[src/rtl/xadc_pkg.sv]
// Shared defaults for the XADC frame assembler: widths, sequencer channel tags
// and the collector state encoding.
package xadc_pkg;

    localparam int XADC_DATA_W = 16;
    localparam int XADC_ID_W   = 5;
    localparam int XADC_N_CH   = 2;

    localparam logic [XADC_ID_W-1:0] XADC_ID_VP = 5'h10;  // VP/VN voltage channel
    localparam logic [XADC_ID_W-1:0] XADC_ID_IP = 5'h18;  // current sense channel

    // Slot 0 sits in the low bits, so the voltage tag comes last in the concatenation.
    localparam logic [XADC_N_CH*XADC_ID_W-1:0] XADC_CH_IDS = {XADC_ID_IP, XADC_ID_VP};

    typedef enum logic {
        IDLE,
        COLLECT
    } col_state_t;

endpackage

[src/rtl/xadc_ch_match.sv]
// Maps an incoming channel tag onto a one-hot frame slot; the lowest slot wins
// when the tag list contains duplicates.
module xadc_ch_match
    import xadc_pkg::*;
#(
    parameter int                    N_CH   = XADC_N_CH,
    parameter int                    ID_W   = XADC_ID_W,
    parameter logic [N_CH*ID_W-1:0]  CH_IDS = XADC_CH_IDS
) (
    input  logic [ID_W-1:0] tid,
    output logic [N_CH-1:0] slot_oh,
    output logic            hit
);

    always_comb begin
        // NOTE: every output gets a default before the loop, otherwise a tag that
        // matches nothing would leave them unassigned and infer latches.
        slot_oh = '0;
        hit     = 1'b0;
        for (int k = 0; k < N_CH; k++) begin
            if (!hit && tid == CH_IDS[k*ID_W +: ID_W]) begin
                slot_oh[k] = 1'b1;
                hit        = 1'b1;
            end
        end
    end

endmodule

[src/rtl/xadc_frame_assembler.sv]
// Gathers the latest sample of each configured XADC channel into one frame and
// forwards every DECIM-th complete frame on a single-register AXI-stream output.
module xadc_frame_assembler
    import xadc_pkg::*;
#(
    parameter int                    DATA_W = XADC_DATA_W,
    parameter int                    ID_W   = XADC_ID_W,
    parameter int                    N_CH   = XADC_N_CH,
    parameter logic [N_CH*ID_W-1:0]  CH_IDS = XADC_CH_IDS,
    parameter int                    DECIM  = 1
) (
    input  logic                     ap_clk,
    input  logic                     ap_rst_n,
    input  logic [DATA_W-1:0]        s_tdata,
    input  logic [ID_W-1:0]          s_tid,
    input  logic                     s_tvalid,
    output logic                     s_tready,
    output logic [N_CH*DATA_W-1:0]   m_tdata,
    output logic                     m_tvalid,
    input  logic                     m_tready,
    input  logic                     flush,
    output logic [15:0]              frame_cnt,
    output logic [15:0]              overrun_cnt,
    output logic [7:0]               bad_id_cnt
);

    localparam logic [15:0] DECIM_LAST = 16'(DECIM - 1);

    col_state_t            state_q, state_d;
    logic                  ready_q;
    logic [N_CH-1:0]       mask_q, mask_d, mask_cur, slot_oh;
    logic [DATA_W-1:0]     cap_q [N_CH];
    logic [N_CH*DATA_W-1:0] frame_cur;
    logic [15:0]           decim_q, decim_d;
    logic                  hit, beat, take, bad_beat, complete;
    logic                  last_phase, out_free, load, drop, valid_d;

    xadc_ch_match #(
        .N_CH   (N_CH),
        .ID_W   (ID_W),
        .CH_IDS (CH_IDS)
    ) u_match (
        .tid     (s_tid),
        .slot_oh (slot_oh),
        .hit     (hit)
    );

    assign s_tready = ready_q;
    assign beat     = s_tvalid & ready_q;

    always_comb begin
        take       = beat & hit & ~flush;
        bad_beat   = beat & ~hit & ~flush;
        mask_cur   = (state_q == IDLE ? '0 : mask_q) | (take ? slot_oh : '0);
        complete   = take & (&mask_cur);
        last_phase = (decim_q == DECIM_LAST);
        out_free   = ~m_tvalid | m_tready;
        load       = complete & last_phase & out_free;
        drop       = complete & last_phase & ~out_free;

        // Frame as it stands after this cycle's beat, so the completing sample is included.
        frame_cur = '0;
        for (int k = 0; k < N_CH; k++) begin
            frame_cur[k*DATA_W +: DATA_W] = (take && slot_oh[k]) ? s_tdata : cap_q[k];
        end

        mask_d  = (flush || complete) ? '0 : mask_cur;
        decim_d = decim_q;
        if (flush) begin
            decim_d = '0;
        end else if (complete) begin
            decim_d = last_phase ? '0 : decim_q + 16'd1;
        end

        valid_d = load | (m_tvalid & ~m_tready);
        state_d = (mask_d == '0) ? IDLE : COLLECT;
    end

    // NOTE: sequential state uses non-blocking assignments only, so every register
    // samples the pre-edge values computed above regardless of statement order.
    always_ff @(posedge ap_clk) begin
        if (!ap_rst_n) begin
            ready_q     <= 1'b0;
            state_q     <= IDLE;
            mask_q      <= '0;
            decim_q     <= '0;
            m_tvalid    <= 1'b0;
            m_tdata     <= '0;
            frame_cnt   <= '0;
            overrun_cnt <= '0;
            bad_id_cnt  <= '0;
            // NOTE: the capture bank is cleared on reset so no pre-reset sample can
            // ever resurface in a frame; plain datapath storage would normally skip this.
            for (int k = 0; k < N_CH; k++) begin
                cap_q[k] <= '0;
            end
        end else begin
            ready_q  <= 1'b1;
            state_q  <= state_d;
            mask_q   <= mask_d;
            decim_q  <= decim_d;
            m_tvalid <= valid_d;

            for (int k = 0; k < N_CH; k++) begin
                if (take && slot_oh[k]) begin
                    cap_q[k] <= s_tdata;
                end
            end

            if (load) begin
                m_tdata   <= frame_cur;
                frame_cnt <= frame_cnt + 16'd1;
            end

            if (drop && overrun_cnt != 16'hFFFF) begin
                overrun_cnt <= overrun_cnt + 16'd1;
            end

            if (bad_beat && bad_id_cnt != 8'hFF) begin
                bad_id_cnt <= bad_id_cnt + 8'd1;
            end
        end
    end

endmodule

[config.mk]
export PLATFORM = sky130hd
export DESIGN_NAME = xadc_frame_assembler
export DESIGN_NICKNAME = d
export VERILOG_FILES = /design/src/rtl/xadc_pkg.sv /design/src/rtl/xadc_ch_match.sv /design/src/rtl/xadc_frame_assembler.sv
export SDC_FILE = /design/constraint.sdc
export NUM_CORES = 1
export LEC_CHECK = 0
export CAP_MARGIN = 25
export CORE_ASPECT_RATIO = 0.6
export CORE_MARGIN = 2
export CORE_UTILIZATION = 55
export CTS_CLUSTER_DIAMETER = 80
export CTS_CLUSTER_SIZE = 10
export DETAILED_ROUTE_END_ITERATION = 7
export DONT_BUFFER_PORTS = 1
export HOLD_SLACK_MARGIN = 0.1
export PLACE_DENSITY = 0.8
export SKIP_LAST_GASP = 1
export SLEW_MARGIN = 15
export SYNTH_ARGS = -nofsm -noshare
export SYNTH_HDL_FRONTEND = slang
export SYNTH_SLANG_ARGS = --single-unit
[constraint.sdc]
create_clock -name ap_clk -period 4.2 [get_ports ap_clk]
set_input_delay 0.84 -clock ap_clk [delete_from_list [all_inputs] [get_ports ap_clk]]
set_output_delay 0.84 -clock ap_clk [all_outputs]
set_load 0.05 [all_outputs]
; After elaboration in Yosys (flattened, before gate mapping)
; Memories as Yosys holds them, arrays and structs flattened. A register that Yosys moved wholly into a read port is not among the register bits.
; Index checks and enable logic that the tools add are counted.
[classes]
addsub = 4
bitwise_logic = 21
mul = 0
n_lt_le_gt_ge = 0
reduce_logical = 13
div = 0
n_eq_ne = 4
n_shift = 0
muxes = 18
[ops]
columns = op, n
row1 = $add 16x1->16 const B, 3
row2 = $mux 16, 3
row3 = $logic_not 16->1, 1
row4 = $ne 16x16->1 const B, 1
row5 = $mux 1, 12
row6 = $and 1x1->1, 10
row7 = $eq 5x5->1 const B, 2
row8 = $add 8x1->8 const B, 1
row9 = $ne 8x8->1 const B, 1
row10 = $mux 2, 3
row11 = $not 1->1, 6
row12 = $logic_and 1x1->1, 5
row13 = $or 1x1->1, 4
row14 = $logic_not 1->1, 3
row15 = $logic_not 2->1, 1
row16 = $or 2x2->2, 1
row17 = $reduce_and 2->1, 1
row18 = $reduce_or 2->1, 1
row19 = $logic_or 1x1->1, 1
[word_totals]
register_bits = 61
mem_count = 1
mem_bits_rw = 32
latchBits = 0
inputBits = 26
rom_bits = 0
[mem_list]
columns = memory, depth, word_bits, read_ports, rd_clocked_by_memory_dff, wr, line_no
row1 = cap_q, 2, 16, 2, 2, 2, xadc_frame_assembler.sv:32  ; logic [DATA_W-1:0] cap_q [N_CH];

; Depth between registers and ports, before layout
[depth]
word_depth = 15
ltp_mapped = 9
ltp_nobuf = 7

; By module
; A second synthesis with hierarchy kept.
[unflattened]
hier_cells = 594
hier_area_um2 = 5175.0
[by_module_without_submodules]
columns = mod, n_inst, cells_per_inst, seq_area_each_um2, area_per_inst_um2
row1 = xadc_frame_assembler, 1, 591, 2502.4, 5137.4
row2 = xadc_ch_match, 1, 3, 0.0, 37.5

; Least setup slack after synthesis
; Ideal clock, no wire load.
[synth_path]
path_kind = input port to flip-flop
from = input port s_tid[1]
to = register overrun_cnt[4]
n_path_buf = 2
path_slack_ns = 1.572
t_arrival_ns = 2.558
path_stages = 7
cell_sequence = nor4b_2 -> nand4b_1 -> buf_2 -> or4_1 -> clkbuf_1 -> or3_1 -> a21oi_1
[synth_via]
elab_chain_cells = 14
elab_cells_between_ends = 16
cone_classes = eq/ne (2) / mux (4) / bitwise (6) / reduce/logical (4)
[synth_lines]
columns = element, line_no
row1 = from (decl), xadc_frame_assembler.sv:15  ; input logic [ID_W-1:0] s_tid,
row2 = $eq 5x5->1, xadc_ch_match.sv:21  ; if (!hit && tid == CH_IDS[k*ID_W +: ID_W]) begin
row3 = $mux 1, xadc_ch_match.sv:21
row4 = $logic_not 1->1, xadc_ch_match.sv:21
row5 = $logic_and 1x1->1, xadc_ch_match.sv:21
row6 = $mux 1, xadc_ch_match.sv:21
row7 = $and 1x1->1 (2 in a row), xadc_frame_assembler.sv:52  ; take = beat & hit & ~flush;
row8 = $mux 2, xadc_frame_assembler.sv:54  ; mask_cur = (state_q == IDLE ? '0 : mask_q) | (take ? slot_oh : '0);
row9 = $or 2x2->2, xadc_frame_assembler.sv:54
row10 = $reduce_and 2->1, xadc_frame_assembler.sv:55  ; complete = take & (&mask_cur);
row11 = $and 1x1->1 (*), xadc_frame_assembler.sv:55
row12 = $and 1x1->1 (*) (2 in a row), xadc_frame_assembler.sv:59  ; drop = complete & last_phase & ~out_free;
row13 = $logic_and 1x1->1 (*), xadc_frame_assembler.sv:115  ; if (drop && overrun_cnt != 16'hFFFF) begin
row14 = to (signal assigned), xadc_frame_assembler.sv:116  ; overrun_cnt <= overrun_cnt + 16'd1;
row15 = to (decl), xadc_frame_assembler.sv:23  ; output logic [15:0] overrun_cnt,
; Every way passes the cells marked *; elsewhere a longest branch is shown, timed or not.
; A chain may end at the register's enable or synchronous reset.

; Worst setup path in the final report
[layout_path]
from = register ready_q, in the netlist s_tready
to = register overrun_cnt[14]
[layout_via]
elab_chain_cells = 10
[layout_lines]
columns = element, line_no
row1 = from (decl), xadc_frame_assembler.sv:30  ; logic ready_q;
row2 = from (signal assigned), xadc_frame_assembler.sv:83  ; ready_q <= 1'b0;
row3 = from (signal assigned), xadc_frame_assembler.sv:98  ; ready_q <= 1'b1;
row4 = $and 1x1->1 (*), xadc_frame_assembler.sv:49  ; assign beat = s_tvalid & ready_q;
row5 = $and 1x1->1 (*) (2 in a row), xadc_frame_assembler.sv:52
row6 = $mux 2, xadc_frame_assembler.sv:54
row7 = $or 2x2->2, xadc_frame_assembler.sv:54
row8 = $reduce_and 2->1, xadc_frame_assembler.sv:55
row9 = $and 1x1->1 (*), xadc_frame_assembler.sv:55
row10 = $and 1x1->1 (*) (2 in a row), xadc_frame_assembler.sv:59
row11 = $logic_and 1x1->1 (*), xadc_frame_assembler.sv:115
; Marks and branches as above.

==> flow_metrics.tcl <==
set metrics [dict create \
    critPathSlowestCell "or4_1" \
    p_sw_uw 568.9 \
    num_vias 4027 \
    async_flop_share_pct 0 \
    antenna_cells 0 \
    pwr-share-seq_pct 41.6 \
    clkPwrFrac_pct 57.3 \
    hold_slack_ns 0.4585 \
    multiInputGateArea_mm2 0.002386 \
    htree_levels 4 \
    cts_sinks 125 \
    post-route-min-period_ns 2.948 \
    path_cells "and3b_1, nand4b_1, or4_1, or3_1, a21oi_1" \
    via_per_inst 5.984 \
    max_slew_margin_pct 42.18 \
    hold_violations 0 \
    combPwrFrac_pct 1.1 \
    gp_congestion 0.8119 \
    hold_depth 0 \
    maxSlewViolCount 0 \
    swShare_pct 19.81 \
    drtIter0Drc 241 \
    start_util_pct 55.68 \
    synth_top_flop_cell "dfxtp_1" \
    rows 27 \
    cts_buffer_depth 2 \
    reg2reg_from "s_tready" \
    drc 0 \
    cts_made_buffers 17 \
    worst_slew_pin_slew_ns 0.8593 \
    r2r-end "overrun_cnt[14]" \
    fmax_mhz 339.2 \
    dieArea_mm2 0.009973 \
    area.sequential_mm2 0.002502 \
    cts_tree "built" \
    power_uw 2872 \
    ir_worst_vdd_uv 301.9 \
    synth_seq_cells 125 \
    portBuffers 0 \
    synthDistinctLibCells 45 \
    worstSetupPathType "reg -> reg" \
    clk_latency_ns 0.41 \
    holdBufCountCts 0 \
    grt_pass1_vias 3791 \
    path_clk_slew_ns 0.06 \
    p_leak_uw 0.002064 \
    dpl_cell_area_mm2 0.005109 \
    syn_avg_cell_area_um2 9.199 \
    area_growth_pct 15.19 \
    fp.coreArea_mm2 0.009054 \
    finalCritPeriodShare_pct 70.19 \
    syn_nets 579 \
    setup_viol 0 \
    wl_um 11630 \
    antenna_found_initial 0 \
    crit_path_end_kind "flip-flop" \
    grt_pass1_wl_um 18860 \
    rr_worst_depth 5 \
    fin_nets 575 \
    worstSetupStartpointType "flip-flop" \
    grt_max_degree 62 \
    dr.pass1.iters 5 \
    min_from "ap_rst_n" \
    maxCapViolCount 0 \
    r2r_slack_ns 1.25 \
    hold_end "s_tready" \
    p_per_area_mw_per_mm2 494.5 \
    cts-root-buf "clkbuf_16" \
    cp.required_ns 4.54 \
    slowest_delay_ns 0.85 \
    die_w_um 127.6 \
    dp_hpwl_um 7726 \
    cp.arrival_ns 3.29 \
    power.internal_uw 2303 \
    syn-cell-area_mm2 0.005041 \
    antenna_left 0 \
    fin_area_mm2 0.005807 \
    track_usage_pct 23.95 \
    synth_edf_count 0 \
    run_status "complete, no violations" \
    finClkSkew_ns 0.01013 \
    ios 100 \
    netlist_instances 548 \
    yosys_warnings 0 \
    crit_fanout 11 \
    wl_per_cell_um 17.28 \
    cts_setup_buffers 0 \
    layout-drive-gt1-share_pct 8.618 \
    rsz0062_at_grt "false" \
    setup_tns_ns 0 \
    fill_cells 709 \
    grt_overflow 0 \
    hold_class "in -> reg" \
    die_h_um 78.16 \
    yosysSeqAreaShare_pct 49.64 \
    post_cts_resized 0 \
]
[worst max-delay path: cells and delay by family, from the launching register on]
kind               cells  cell delay, ns
and+or+nand+nor        4            2.05
DFF                    1            0.67
AOI/OAI and AO/OA      1            0.16
[sequential cells by signal, indices dropped and copies added (netlist names), 2 cells and up]
name and count:
bad_id_cnt 8, cap_q 32, decim_q 16, frame_cnt 16, m_tdata 32, mask_q 2, overrun_cnt 16
[stage by stage]
stage / utilization (%) / std cells / worst slack, ns
3_3_place_gp: 56.43 / 639 / 1.077
5_1_grt: 64.14 / 673 / 1.058
6_report: 64.14 / 673 / 1.252
4_1_cts: 63.86 / 671 / 1.294
3_5_place_dp: 56.43 / 639 / 1.017
2_1_floorplan: - / 548 / 1.572
[cells in the mapped netlist (9+ instances only)]
library cell  instances  area, um^2
a211oi_1             33       247.7
a21oi_1              22       110.1
clkbuf_1             23       86.33
dfxtp_1             125        2502
inv_1                 9       33.78
mux2i_1              40       400.4
nand2_1              24       90.09
nand3_1              25       125.1
nand4_1              17       106.4
nor2_1               97       364.1
o21ai_0              15       75.07
or3_1                14       87.58
xnor2_1              13       113.9
xor2_1               13       113.9
[area by class of cell]
class	instances	area share, %
well taps	116	2.499
flip-flops and latches	125	43.09
inverters	10	0.6464
clock inverters	12	3.555
clock buffers	20	8.037
repair buffers	7	1.077
multi-input cells	383	41.09
[how the worst max path moves through the flow]
stage                   from         endpoint  slack (ns)  depth (start not counted)
floorplan           s_tid[1]   overrun_cnt[4]        1.57                          7
global placement    s_tid[1]  overrun_cnt[10]        1.08                          5
detailed placement  s_tid[1]   overrun_cnt[4]        1.02                          5
CTS                 s_tready  overrun_cnt[14]        1.29                          5
global route        s_tready   overrun_cnt[2]        1.06                          5
finish              s_tready  overrun_cnt[14]        1.25                          5
[placed cells by master (no fill, tap or decap), types with 9 or more instances in the layout]
cell / Yosys / layout
xor2_1: 13 / 13
nand3_1: 25 / 25
or3_1: 14 / 14
a21oi_1: 22 / 22
o21ai_0: 15 / 15
mux2i_1: 40 / 40
nor2_1: 97 / 97
dfxtp_1: 125 / 125
xnor2_1: 13 / 13
nand2_1: 24 / 24
nand4_1: 17 / 17
clkbuf_16: 0 / 17
inv_1: 9 / 9
a211oi_1: 33 / 33
[cell families after synthesis]
family,Yosys count,share of synthesized area [%]
and+or+nand+nor,232,23.36
AOI/OAI and AO/OA,80,10.18
xor gates and xnor gates,26,4.517
adders and majority gates,5,1.241
buffers and inverters,40,3.127
muxes,40,7.942
DFF,125,49.64
[power by group through the flow]
stage                     registers (uW)  clock network [uW]  logic (uW)
after detailed placement            1220                   0        29.5
after floorplan                     1220                   0        26.4
after global routing                1190                1720        35.4
after CTS                           1190                1660        29.7
final                               1190                1650        31.9
after global placement              1220                   0        28.8
[per-layer routing]
layer | wire, um | track usage, %
met5 | 0 | 0
met4 | 117 | 9.011
met3 | 992 | 9.271
met2 | 5121 | 34.33
met1 | 5399 | 32.67
No activity file was read; power rests on OpenSTA's default activity.
